**config.mk**
```make
export PLATFORM = sky130hd
export DESIGN_NAME = cac_event_monitor
export DESIGN_NICKNAME = d
export VERILOG_FILES = /design/src/rtl/cac_pkg.sv /design/src/rtl/cac_event_counter.sv /design/src/rtl/cac_event_monitor.sv
export SDC_FILE = /design/constraint.sdc
export NUM_CORES = 1
export LEC_CHECK = 0
export CORE_ASPECT_RATIO = 0.9
export CORE_MARGIN = 4
export CORE_UTILIZATION = 50
export CTS_BUF_LIST = sky130_fd_sc_hd__clkbuf_4
export CTS_CLUSTER_SIZE = 10
export DETAILED_ROUTE_END_ITERATION = 10
export PLACE_DENSITY = 0.68
export SYNTH_ARGS = -nofsm -noshare
export SYNTH_HDL_FRONTEND = slang
export SYNTH_SLANG_ARGS = --single-unit
```
**constraint.sdc**
```tcl
create_clock -name clk -period 3.3 [get_ports clk]
set_input_delay 0.33 -clock clk [delete_from_list [all_inputs] [get_ports clk]]
set_output_delay 0.33 -clock clk [all_outputs]
set_load 0.005 [all_outputs]
```
**src/rtl/cac_pkg.sv**
```systemverilog
// Shared register map, control-field positions and page-index width for the event monitor.
package cac_pkg;

  localparam int ADDR_STICKY   = 'h00;
  localparam int ADDR_LIVE     = 'h01;
  localparam int ADDR_CTRL     = 'h02;
  localparam int ADDR_MASK     = 'h03;
  localparam int ADDR_CNT_BASE = 'h10;

  localparam int CTRL_FREEZE   = 0;
  localparam int CTRL_SCROLL   = 1;
  localparam int CTRL_PAGE_LSB = 2;

  // Pages run 0..num_ch, so the index needs room for num_ch+1 values.
  function automatic int page_width(input int num_ch);
    return $clog2(num_ch + 1);
  endfunction

endpackage

```
**src/rtl/cac_event_counter.sv**
```systemverilog
// One monitored channel: rising-edge detect plus a saturating event counter.
// A clear that coincides with an unfrozen edge leaves the count at 1.
module cac_event_counter #(
  parameter int CNT_WIDTH = 16
) (
  input  logic                 clk,
  input  logic                 rst,
  input  logic                 ev_i,
  input  logic                 freeze_i,
  input  logic                 clr_i,
  output logic                 edge_o,
  output logic [CNT_WIDTH-1:0] cnt_o
);

  logic                 ev_prev_q;
  logic [CNT_WIDTH-1:0] cnt_q, cnt_d;
  logic                 bump;

  assign edge_o = ev_i & ~ev_prev_q;
  assign bump   = edge_o & ~freeze_i;
  assign cnt_o  = cnt_q;

  always_comb begin
    cnt_d = cnt_q;
    if (clr_i) begin
      cnt_d = bump ? CNT_WIDTH'(1) : '0;
    end else if (bump && (cnt_q != '1)) begin
      cnt_d = cnt_q + CNT_WIDTH'(1);
    end
  end

  always_ff @(posedge clk) begin
    if (rst) begin
      ev_prev_q <= 1'b0;
      cnt_q     <= '0;
    end else begin
      ev_prev_q <= ev_i;
      cnt_q     <= cnt_d;
    end
  end

endmodule

```
**src/rtl/cac_event_monitor.sv**
```systemverilog
// Event monitor: sticky edge flags, per-channel counters, register file, irq and paged debug LEDs.
// All outputs are registered; register reads return state from before a same-cycle write.
module cac_event_monitor
  import cac_pkg::*;
#(
  parameter int NUM_CH     = 8,
  parameter int CNT_WIDTH  = 16,
  parameter int DATA_WIDTH = 16,
  parameter int ADDR_WIDTH = 8,
  parameter int LED_WIDTH  = 16,
  parameter int SCROLL_DIV = 100_000_000
) (
  input  logic                  clk,
  input  logic                  rst,
  input  logic [NUM_CH-1:0]     ev_in,
  input  logic                  wen,
  input  logic [ADDR_WIDTH-1:0] addr,
  input  logic [DATA_WIDTH-1:0] wdata,
  output logic [DATA_WIDTH-1:0] rdata,
  output logic                  irq,
  output logic [LED_WIDTH-1:0]  debug_leds
);

  localparam int PW     = page_width(NUM_CH);
  localparam int CTRL_W = CTRL_PAGE_LSB + PW;
  localparam int DIV_W  = (SCROLL_DIV > 1) ? $clog2(SCROLL_DIV) : 1;

  int                    addr_int;
  logic [NUM_CH-1:0]     ev_edge;
  logic [NUM_CH-1:0]     cnt_clr;
  logic [CNT_WIDTH-1:0]  cnt [NUM_CH];

  logic [NUM_CH-1:0]     sticky_q, sticky_d;
  logic [NUM_CH-1:0]     mask_q, mask_d;
  logic [CTRL_W-1:0]     ctrl_q, ctrl_d;
  logic [DIV_W-1:0]      div_q, div_d;
  logic [PW-1:0]         scroll_pg_q, scroll_pg_d;
  logic [PW-1:0]         page_sel;
  logic [DATA_WIDTH-1:0] rdata_q, rdata_d;
  logic                  irq_q;
  logic [LED_WIDTH-1:0]  leds_q, leds_d;
  logic                  unused_wdata;

  assign addr_int     = int'(addr);
  assign unused_wdata = ^wdata;

  for (genvar i = 0; i < NUM_CH; i++) begin : g_ch
    assign cnt_clr[i] = wen && (addr_int == ADDR_CNT_BASE + i);
    cac_event_counter #(.CNT_WIDTH(CNT_WIDTH)) u_cnt (
      .clk      (clk),
      .rst      (rst),
      .ev_i     (ev_in[i]),
      .freeze_i (ctrl_q[CTRL_FREEZE]),
      .clr_i    (cnt_clr[i]),
      .edge_o   (ev_edge[i]),
      .cnt_o    (cnt[i])
    );
  end

  always_comb begin
    sticky_d = sticky_q;
    if (wen && addr_int == ADDR_STICKY) sticky_d = sticky_q & ~wdata[NUM_CH-1:0];
    // A new edge wins over a clear of the same bit.
    sticky_d = sticky_d | ev_edge;
    mask_d   = (wen && addr_int == ADDR_MASK) ? wdata[NUM_CH-1:0] : mask_q;
    ctrl_d   = (wen && addr_int == ADDR_CTRL) ? wdata[CTRL_W-1:0] : ctrl_q;
  end

  always_comb begin
    div_d       = div_q;
    scroll_pg_d = scroll_pg_q;
    if (ctrl_d[CTRL_SCROLL] && !ctrl_q[CTRL_SCROLL]) begin
      div_d       = '0;
      scroll_pg_d = '0;
    end else if (ctrl_q[CTRL_SCROLL]) begin
      if (div_q == DIV_W'(SCROLL_DIV - 1)) begin
        div_d       = '0;
        scroll_pg_d = (scroll_pg_q == PW'(NUM_CH)) ? '0 : scroll_pg_q + PW'(1);
      end else begin
        div_d = div_q + DIV_W'(1);
      end
    end
  end

  always_comb begin
    rdata_d = '0;
    if (addr_int == ADDR_STICKY) rdata_d = DATA_WIDTH'(sticky_q);
    if (addr_int == ADDR_LIVE)   rdata_d = DATA_WIDTH'(ev_in);
    if (addr_int == ADDR_CTRL)   rdata_d = DATA_WIDTH'(ctrl_q);
    if (addr_int == ADDR_MASK)   rdata_d = DATA_WIDTH'(mask_q);
    for (int i = 0; i < NUM_CH; i++) begin
      if (addr_int == ADDR_CNT_BASE + i) rdata_d = DATA_WIDTH'(cnt[i]);
    end
  end

  assign page_sel = ctrl_q[CTRL_SCROLL] ? scroll_pg_q : ctrl_q[CTRL_PAGE_LSB +: PW];

  always_comb begin
    leds_d = '0;
    if (page_sel == '0) leds_d = LED_WIDTH'(sticky_q);
    for (int i = 0; i < NUM_CH; i++) begin
      if (page_sel == PW'(i + 1)) leds_d = LED_WIDTH'(cnt[i]);
    end
  end

  always_ff @(posedge clk) begin
    if (rst) begin
      sticky_q    <= '0;
      mask_q      <= '0;
      ctrl_q      <= '0;
      div_q       <= '0;
      scroll_pg_q <= '0;
      rdata_q     <= '0;
      irq_q       <= 1'b0;
      leds_q      <= '0;
    end else begin
      sticky_q    <= sticky_d;
      mask_q      <= mask_d;
      ctrl_q      <= ctrl_d;
      div_q       <= div_d;
      scroll_pg_q <= scroll_pg_d;
      rdata_q     <= rdata_d;
      irq_q       <= |(sticky_q & mask_q);
      leds_q      <= leds_d;
    end
  end

  assign rdata      = rdata_q;
  assign irq        = irq_q;
  assign debug_leds = leds_q;

endmodule

```
Word level (Yosys, flattened, before mapping):

Cells that the tools add are included.
W data, S select, Z words.

* muxes and demuxes: 50
* bitwise logic cells: 29
* eq/ne operators: 29
* add/sub/neg operators: 10
* reduce and logical (&&, ||, !) cells: 34

Operators with widths (count)
* $mux W16: 35
* $add A16 B1 Y16 const B: 8
* $ne A16 B16 Y1 const B: 8
* $eq A8 B6 Y1 const B: 8
* $logic_not A32 Y1: 1
* $add A27 B1 Y27 const B: 1
* $eq A27 B27 Y1 const B: 1
* $mux W27: 1
* $mux W8: 3
* $logic_and A1 B1 Y1: 20
* $and A1 B1 Y1: 16
* $and A8 B8 Y8: 2
* $eq A4 B3 Y1 const B: 4
* $eq A8 B3 Y1 const B: 2
* $reduce_bool A2 Y1: 8
* $not A1 Y1: 9
* $eq A4 B2 Y1 const B: 2
* $eq A4 B4 Y1 const B: 2
* $eq A8 B2 Y1 const B: 1
* $mux W1: 8
* $mux W4: 2
* $not A8 Y8: 1
* $or A8 B8 Y8: 1
* $reduce_or A8 Y1: 1
* other kinds (7): 7

* logic and storage cells: 177
* register bits after elaboration: 222

Logic depth before layout (Yosys ltp):

* word-level depth: 13
* depth in mapped cells: 9
* mapped depth without buffers: 6

Modules after synthesis:

From an unflattened synthesis, not the netlist that was laid out.

* cell total of the unflattened synthesis: 1649
* area total of the unflattened synthesis: 14032.2 sq um

Modules (own cells, without submodules)
* cac_event_counter: area each 925.9 sq um, instances 8, cells an instance 103
* cac_event_monitor: area each 6625.1 sq um, instances 1, cells an instance 825

Worst setup path after synthesis:

No wires, ideal clock.

* kind: register to register
* start point: reg div_q[0]
* end point: reg scroll_pg_q[0]
* stages on the path, launching flop included: 8
* data required time: 3232 ps
* period minus slack after synthesis: 2073 ps
* setup slack: 1227 ps
* arrival time: 2006 ps
* path buffers: 1
* cell sequence: dfxtp_1 -> ha_1 -> nand4_1 -> or2_4 -> or3_4 -> buf_6 -> or4_4 -> o21ai_2

* cells in the longest elaborated chain, start to end: 2

RTL lines
* from (decl): line cac_event_monitor.sv:36 `logic [DIV_W-1:0] div_q, div_d;`
* from (signal assigned): line cac_event_monitor.sv:120 `div_q <= div_d;`
* $eq A27 B27 Y1: line cac_event_monitor.sv:76 `if (div_q == DIV_W'(SCROLL_DIV - 1)) begin`
* $reduce_and A2 Y1 (no line)
* to (signal assigned): line cac_event_monitor.sv:121 `scroll_pg_q <= scroll_pg_d;`
* to (decl): line cac_event_monitor.sv:37 `logic [PW-1:0] scroll_pg_q, scroll_pg_d;`

Every way passes these cells.
A chain may end at the register's enable or synchronous reset.

Worst setup path in the final report:

* start point: reg ctrl_q[1]
* end point: reg leds_q[0] (netlist: debug_leds[0])

* cells in the longest elaborated chain, start to end: 11
* elaborated cells between the ends (all ways): 19
* those cells by class: eq/ne (8); mux (10); reduce/logical (1)

RTL lines
* from (decl): line cac_event_monitor.sv:35 `logic [CTRL_W-1:0] ctrl_q, ctrl_d;`
* from (signal assigned): line cac_event_monitor.sv:119 `ctrl_q <= ctrl_d;`
* $mux W4 (*): line cac_event_monitor.sv:96 `assign page_sel = ctrl_q[CTRL_SCROLL] ? scroll_pg_q : ctrl_q[CTRL_PAGE_LSB +: PW];`
* $logic_not A4 Y1: line cac_event_monitor.sv:100 `if (page_sel == '0) leds_d = LED_WIDTH'(sticky_q);`
* $mux W8: line cac_event_monitor.sv:100
* $mux W16 (7 in series): line cac_event_monitor.sv:102 `if (page_sel == PW'(i + 1)) leds_d = LED_WIDTH'(cnt[i]);`
* $mux W16 (*): line cac_event_monitor.sv:102
* to (signal assigned): line cac_event_monitor.sv:124 `leds_q <= leds_d;`
* to (decl): line cac_event_monitor.sv:41 `logic [LED_WIDTH-1:0] leds_q, leds_d;`

Mark *: on every way between the ends. The rest lies on a longest branch, timed or not.

==> metrics.md <==
| Metric | Value |
|---|---|
| Status | `finished clean` |
| FF-to-FF path depth | `6` |
| Num CTS Buffers | `56` |
| First-pass GRT wire length | `63,300 um` |
| Antenna violations before repair | `3` |
| Fmax | `0.348 GHz` |
| Switching Fraction | `26.1%` |
| Syn avg cell area | `8.13 um2` |
| Die Wd | `175 um` |
| Library cells used by synthesis | `81` |
| Post-synth top area share | `35.6%` |
| Gate power share | `6.4%` |
| Worst EP required | `3.82 ns` |
| Root buffer cell | `clkbuf_4` |
| Multi-input gate area | `7630 um2` |
| Critical Path AT | `3.39 ns` |
| Chip Height | `158 um` |
| Syn. warnings | `0` |
| Period utilization | `87.1%` |
| Via count | `12,313` |
| Max cap viols | `0` |
| Setup bufs post-CTS | `0` |
| Slew headroom | `38.8%` |
| Worst slew pin tran | `0.911 ns` |
| Fillers | `2,329` |
| Post-synth EDFFs | `0` |
| Vias in the first global route | `11,401` |
| Worst hold stages | `3` |
| CTS tree | `done` |
| Max VDD drop | `0.196 mV` |
| Fin. Hold Viols | `0` |
| H-tree Lvls | `2` |
| Core footprint | `24,400 um2` |
| Hold Path End | `sticky_q[2]` |
| Most frequent cell after synthesis | `dfxtp_1` |
| Total wire length | `40,400 um` |
| Nets | `1,643` |
| Pint | `3950 uW` |
| Worst hold start | `rst` |
| WL/cell | `20.6 um` |
| Top post-synthesis cells by area | `dfxtp_1 36%, xnor2_1 5.2%, nand2_1 5.2%, nor2_1 5.2%, a21oi_1 4.5%` |
| R2r endpoint | `debug_leds[0]` |
| Clock Power Share | `42.0%` |
| CP max FO | `16` |
| Hold Crit Class | `input port to flip-flop` |
| Via-to-Cell Ratio | `6.27` |
| Instance count of the mapped netlist | `1,536` |
| Clock tree buffer depth | `3` |
| Dominant synthesized flop cell | `dfxtp_1` |
| Syn_nets | `1,582` |
| Final Critical Period | `2.87 ns` |
| Post-DRT Antenna Nets | `0` |
| CP startpoint | `ctrl_q[1]` |
| Reg power frac | `51.6%` |
| CTS Hold Bufs | `0` |
| Clock latency on the worst-skew pair | `0.71 ns` |
| RSZ-0062 raised after global routing | `no` |
| Fin Setup TNS | `0 ns` |
| Overall power | `5340 uW` |
| Die Area | `27,600 um2` |
| Final HPWL DP | `29,400 um` |
| Yosys reg bits | `222` |
| Worst R2R Setup Slack | `0.43 ns` |
| Cell Pwr Density | `381 nW/um2` |
| Clock Skew | `0.0434 ns` |
| Worst-path clk slew | `0.07 ns` |
| Area grow syn2layout | `12.4%` |
| Grt total ovfl | `0` |
| Port Buffer Count | `59` |
| Starting density of the core | `51.2%` |
| Seq. cell area | `4440 um2` |
| Site Rows | `54` |
| Share of layout cells above drive strength 1 | `11.1%` |
| Mapped Area | `12,500 um2` |
| Drt first pass iters | `5` |
| R2r startpoint | `ctrl_q[1]` |
| Post-synth ARST share | `0%` |
| Starting DRC count in detailed routing | `1,494` |
| # IOs | `68` |
| Synth top cells by count | `222 x dfxtp_1, 172 x nand2_1, 172 x nor2_1, 113 x a21oi_1, 87 x nand3_1` |
| Endpoints failing setup | `0` |
| Routability cong. | `0.968` |
| DRC viols | `0` |
| Critical Path Source Type | `flip-flop` |
| Leading area contributor after synthesis | `dfxtp_1` |
| Critical path class | `flip-flop to flip-flop` |
| Max Slew Vio Count | `0` |
| Pleak | `0.00459 uW` |
| Post-synthesis sequential area ratio | `35.6%` |
| Largest net degree at the start of global routing | `50` |
| Setup crit end kind | `flip-flop` |
| Post-CTS sizing | `0` |
| Sw Pwr | `1400 uW` |
| Total Routing Usage GR | `28.6%` |
| CTS sink cnt | `222` |
==> area by class of cell <==
class                      count  area share (%)
antenna                        1          0.0178
clock buffer                  73            3.90
clock inverter                16           0.669
inverter                      16           0.428
multi-input combinational   1207            54.4
sequential                   222            31.7
tap                          336            2.99
timing repair buffer          94            5.97
==> layout by cell type, fill, tap and decap left out, drive strengths merged, types with 12 or more instances in the layout <==
cell type / n
a211oi: 21
a21oi: 113
and3: 17
and4: 24
buf: 38
clkbuf: 73
clkdlybuf4s50: 56
clkinv: 14
dfxtp: 222
inv: 16
mux2: 17
mux2i: 24
mux4: 17
nand2: 173
nand3: 87
nand4: 46
nor2: 172
nor2b: 27
nor3: 47
nor3b: 18
nor4: 23
o21ai: 54
o22ai: 18
o2bb2ai: 12
or3: 23
xnor2: 74
xor2: 31
==> power groups by stage <==
| stage | combinational (uW) | clock (uW) | sequential [uW] |
|---|---|---|---|
| final | 342 | 2240 | 2760 |
| after global routing | 370 | 2440 | 2760 |
| after CTS | 336 | 2300 | 2750 |
| after detailed placement | 334 | 0 | 2820 |
| after global placement | 332 | 0 | 2810 |
| after floorplan | 205 | 0 | 2800 |
==> cells by family (layout without fill, tap and decap cells) <==
| group | count (synthesis) | in the layout | synth area share, % |
|---|---|---|---|
| flops | 222 | 222 | 35.6 |
| fa+ha+maj | 11 | 11 | 1.10 |
| other cells | 0 | 1 | 0 |
| mux | 58 | 58 | 6.55 |
| buf+inv | 107 | 199 | 3.55 |
| simple gates | 711 | 711 | 29.0 |
| compound gates | 322 | 322 | 16.8 |
| xor+xnor | 105 | 105 | 7.36 |
==> routing by layer <==
metal | vias up | GRT usage, % | share of wire [%]
li1 | 5782 | - | -
met1 | 5787 | 39.7 | 43
met2 | 643 | 43.4 | 42
met3 | 101 | 7.16 | 11
met4 | 0 | 10.4 | 3.4
met5 | - | 0 | 0
==> state kept, by name, summed over array words and instances (netlist names) <==
register              cells
scroll_pg_q               4
g_ch.u_cnt.ev_prev_q      8
rdata                    16
div_q                    27
irq                       1
sticky_q                  8
mask_q                    8
debug_leds               16
g_ch.u_cnt.cnt_o        128
ctrl_q                    6
==> how the worst max path moves through the flow <==
stage | end | cells past startpoint | slack (ns)
floorplan | scroll_pg_q[0] | 7 | 1.23
global placement | rdata[6] | 6 | 0.63
detailed placement | debug_leds[0] | 6 | 0.56
CTS | debug_leds[0] | 6 | 0.51
global route | debug_leds[0] | 6 | 0.33
finish | debug_leds[0] | 6 | 0.43
==> critical path, cell delays in order, from the launching register on <==
cell	delay, ns
dfxtp_1	0.74
mux2i_4	0.73
buf_4	0.36
nand2_1	0.12
nor3_1	0.48
nand2_1	0.12
o41ai_1	0.14
==> stage by stage <==
step | instances | utilization (%) | setup slack (ns) | instance area (um2) | hold WS [ns]
2_1_floorplan | 1536 | - | 1.23 | 12500 | 0.446
3_3_place_gp | 1875 | 54.9 | 0.633 | 13400 | 0.457
3_5_place_dp | 1875 | 54.9 | 0.562 | 13400 | 0.471
4_1_cts | 1964 | 57.5 | 0.507 | 14000 | 0.172
5_1_grt | 1965 | 57.6 | 0.334 | 14000 | 0.222
6_report | 1965 | 57.6 | 0.425 | 14000 | 0.232
Note: power is estimated with default switching activity, not from simulation.
